===== config.mk =====
export PLATFORM = sky130hd
export DESIGN_NAME = onehot_scan_encoder
export DESIGN_NICKNAME = d
export VERILOG_FILES = /design/src/rtl/onehot_scan_encoder.sv
export SDC_FILE = /design/constraint.sdc
export NUM_CORES = 1
export LEC_CHECK = 0
export BUFFER_PORTS_ARGS = -buffer_cell sky130_fd_sc_hd__buf_2
export CORE_MARGIN = 1.5
export CORE_UTILIZATION = 44
export CTS_BUF_LIST = sky130_fd_sc_hd__clkbuf_16
export CTS_CLUSTER_SIZE = 24
export DETAILED_ROUTE_END_ITERATION = 8
export PLACE_DENSITY_LB_ADDON = 0.08
export RECOVER_POWER = 25
export SETUP_SLACK_MARGIN = 0.5
export SYNTH_ARGS = -nofsm -noshare
export SYNTH_HDL_FRONTEND = slang
export SYNTH_SLANG_ARGS = --single-unit

===== constraint.sdc =====
create_clock -name clk -period 4.45 [get_ports clk]
set_clock_uncertainty 0.2 [all_clocks]
set_input_delay 0.89 -clock clk [delete_from_list [all_inputs] [get_ports clk]]
set_output_delay 0.89 -clock clk [all_outputs]
set_load 0.005 [all_outputs]

===== src/rtl/onehot_scan_encoder.sv =====
`default_nettype none
// +----------------------------------------------------------------------------+
// | Module      : onehot_scan_encoder                                          |
// | Description : Captures an 8-bit request vector and emits the index of each |
// |               set bit once, in priority order, over a valid/ready stream.  |
// |               Optional out-of-range check: ONEHOT_SCAN_ENCODER_ERR_EN.     |
// | Revision    : 1.0 - initial release                                        |
// +----------------------------------------------------------------------------+
module onehot_scan_encoder #(
    parameter int PRIO_LSB = 1
) (
    input  logic        clk,
    input  logic        reset,
    input  logic        in_valid,
    output logic        in_ready,
    input  logic [15:0] in_vec,
    output logic        out_valid,
    input  logic        out_ready,
    output logic [2:0]  out_code,
    output logic        out_last,
    output logic        busy,
    output logic        err
);

    localparam logic [0:0] c_ST_IDLE = 1'b0;
    localparam logic [0:0] c_ST_SCAN = 1'b1;

    logic [0:0] r_state;
    logic [7:0] r_pending;
    logic [2:0] w_code;
    logic [7:0] w_sel;
    logic       w_single;
    logic       w_capture;

    assign w_capture = (r_state == c_ST_IDLE) && in_valid;
    assign w_sel     = 8'b1 << w_code;
    assign w_single  = (r_pending != 8'd0) && ((r_pending & (r_pending - 8'd1)) == 8'd0);

    generate
        if (PRIO_LSB != 0) begin : g_lsb
            always_comb begin
                w_code = 3'd0;
                for (int i = 7; i >= 0; i--) begin
                    if (r_pending[i]) w_code = 3'(i);
                end
            end
        end else begin : g_msb
            always_comb begin
                w_code = 3'd0;
                for (int i = 0; i < 8; i++) begin
                    if (r_pending[i]) w_code = 3'(i);
                end
            end
        end
    endgenerate

    // An all-zero capture leaves pending empty, so the block simply stays idle.
    always_ff @(posedge clk) begin
        if (reset) begin
            r_state   <= c_ST_IDLE;
            r_pending <= 8'd0;
        end else begin
            case (r_state)
                c_ST_IDLE: begin
                    if (in_valid) begin
                        r_pending <= in_vec[7:0];
                        r_state   <= (in_vec[7:0] != 8'd0) ? c_ST_SCAN : c_ST_IDLE;
                    end
                end
                c_ST_SCAN: begin
                    if (out_ready) begin
                        r_pending <= r_pending & ~w_sel;
                        if (w_single) r_state <= c_ST_IDLE;
                    end
                end
                default: begin
                    r_state   <= c_ST_IDLE;
                    r_pending <= 8'd0;
                end
            endcase
        end
    end

    assign in_ready  = (r_state == c_ST_IDLE);
    assign out_valid = (r_state == c_ST_SCAN);
    assign out_code  = w_code;
    assign out_last  = out_valid && w_single;
    assign busy      = (r_pending != 8'd0);

`ifdef ONEHOT_SCAN_ENCODER_ERR_EN
    logic r_err;

    always_ff @(posedge clk) begin
        if (reset) begin
            r_err <= 1'b0;
        end else begin
            r_err <= w_capture && (in_vec[15:8] != 8'd0);
        end
    end

    assign err = r_err;
`else
    // Upper request bits are only consumed by the optional range check.
    logic w_unused_hi;
    assign w_unused_hi = &{1'b0, in_vec[15:8], w_capture};
    assign err         = 1'b0;
`endif

endmodule
`default_nettype wire


==> run summary <==
Fraction of layout cells with a size suffix above 1: 26.5%
Num ports: 28
Drt wl/cell: 14.3 um
Synth Cell Area: 628 um2
Post-CTS Hold Buffers: 0
Vias in the first global route: 559
First DRT Iteration DRCs: 27
Pwr per Cell Area: 426 nW/um2
Die height: 40.8 um
Clk buf depth: 2
Setup violators final: 0
Final #Nets: 119
Placed Area: 692 um2
Worst VDD drop: 0.000285 V
Power, Total: 0.328 mW
Die area: 1660 um2
Via count: 675
Largest net degree at the start of global routing: 11
Maxcap violations: 0
Fin crit period: 2.66 ns
Initial antenna violation count: 0
Register bit total from synthesis: 9
Yosys cell types: 31
Worst-Skew Late Latency: 0.23 ns
Fin worst setup slack: 1.79 ns
# H-tree levels: 1
Post-synth EDFFs: 0
# rows: 13
Final GP Congestion: 0.834
CP Capture Type: primary output
Leakage: 0.320 nW
ANT nets after route: 0
Die width: 40.8 um
I/O Buffers: 18
Slew headroom: 54.0%
Vias/cell: 5.97
Max-slew violations: 0
RSZ-0062 raised after global routing: false
Crit path kind: reg2out
Status: complete, no violations
Slowest CP cell: dfxtp_1
Worst hold path type: reg2reg
Post-synth top flop: dfxtp_1
Post-synth net total: 101
Total wire length: 1620 um
Post-CTS sizing: 0
Total Routing Usage GR: 23.5%
Layout area overhead: 22.5%
Tcrit/Tclk final: 59.7%
Grt ovf: 0
Pre-CTS WS: 2.08 ns
Setup TNS: 0 ns
CTS Buf Count: 3
Residual DRC count: 0
Startpoint class of the critical path: flop
Final HPWL DP: 1190 um
CP cell instances: nor2_1 > a211oi_2 > nor2_1 > nor2_1 > buf_2
Critical path fanouts, max: 8
Initial core utilization: 47.7%
Post-route cell area: 769 um2
Global-route wire length before repair: 2500 um
N_diodes: 0
Cell mode on critical path: nor2_1
CTS Sinks: 9
Root buf cell: clkbuf_16
Worst Path Required: 3.36 ns
Commonest cells after routing, fill and taps aside: 17 x buf_2, 9 x dfxtp_1, 8 x nor2_1, 8 x a21oi_1, 7 x nand2_1
Seq/Total Area, Yosys: 28.7%
Crit path DAT: 1.57 ns
Syn_area_per_cell: 7.75 um2
CTS clk-pin slew, worst paths: 0.04 ns
Least-Margin Pin Slew: 0.688 ns
Post-synth ARST share: 0%
Largest stage delay on the critical path: 0.49 ns
Final hold vios: 0
WHS: 0.366 ns
Synthesis Warnings: 0
Most common cell after layout, fill and taps aside: buf_2
CTS tree: yes
Post-synthesis instance total: 81
Post-CTS Setup Bufs: 0
Core area: 1320 um2
Fmax: 0.376 GHz
Pre-antenna DRT Iters: 4
metrics by stage:
step,util [%],std cells
after global routing,58.4,113
after floorplan,-,81
final,58.4,113
after CTS,58.5,113
after global placement,52.5,109
after detailed placement,52.5,109
cell usage after synthesis, types with 2 or more instances:
library cell	n	area share (%)
a21oi_1	8	6.4
a22oi_1	4	4.8
buf_4	3	3.6
buf_6	2	3.6
dfxtp_1	9	29
inv_1	3	1.8
nand2_1	7	4.2
nand3_1	4	3.2
nand4_1	2	2.0
nor2_1	8	4.8
nor2b_1	2	2.0
nor3_1	2	1.6
nor3_2	2	3.2
o211ai_1	3	3.6
o21ai_0	4	3.2
o21ai_1	2	1.6
or4_1	2	2.4
power breakdown:
part           leakage [nW]  switching, mW  internal, mW
clock                0.0423         0.0386         0.117
combinational         0.204         0.0386        0.0333
sequential           0.0741         0.0131        0.0873
total                 0.320         0.0902         0.238
per-layer routing:
metal / up-vias / wire length, um / global-route usage, %
li1: 331 / - / -
met1: 312 / 703 / 28.6
met2: 25 / 791 / 37.9
met3: 7 / 82 / 5.98
met4: 0 / 38 / 11.7
met5: - / 0 / 0
layout make-up:
class	count	area (um2)
inverters	3	11.3
clock inverters	1	3.75
multi-input cells	64	392
flip-flops and latches	9	180
repair buffers	18	88.8
well taps	15	18.8
fillers	134	548
clock buffers	3	75.1
path summary, 6_finish.rpt:
path	from	endpoint	slack, ns	cells after the start
worst max-delay path	r_pending[5]	out_code[0]	1.79	5
worst max register to register	r_pending[7]	r_pending[6]	2.63	5
worst min-delay path	r_pending[3]	r_pending[3]	0.37	2
worst min register to register	r_pending[3]	r_pending[3]	0.37	2
flip-flops by register name, indices dropped and copies added (netlist names):
signal / flops
r_pending: 8
out_valid: 1
critical path, delay by kind of cell, from the launching register on:
family,cells,cell delay (ns)
and+or+nand+nor,3,0.34
buffers and inverters,1,0.13
DFF,1,0.49
AOI/OAI and AO/OA,1,0.38
cells by family (layout without fill, tap and decap cells):
kind of cell	Yosys count	count (layout)	synth area share, %
DFF	9	9	28.7
and+or+nand+nor	34	34	29.7
other	1	1	0.597
muxes	1	1	1.59
xor gates and xnor gates	1	1	1.39
AOI/OAI and AO/OA	27	27	29.1
buffers and inverters	8	25	8.96
(Power assumes the default switching activity.)
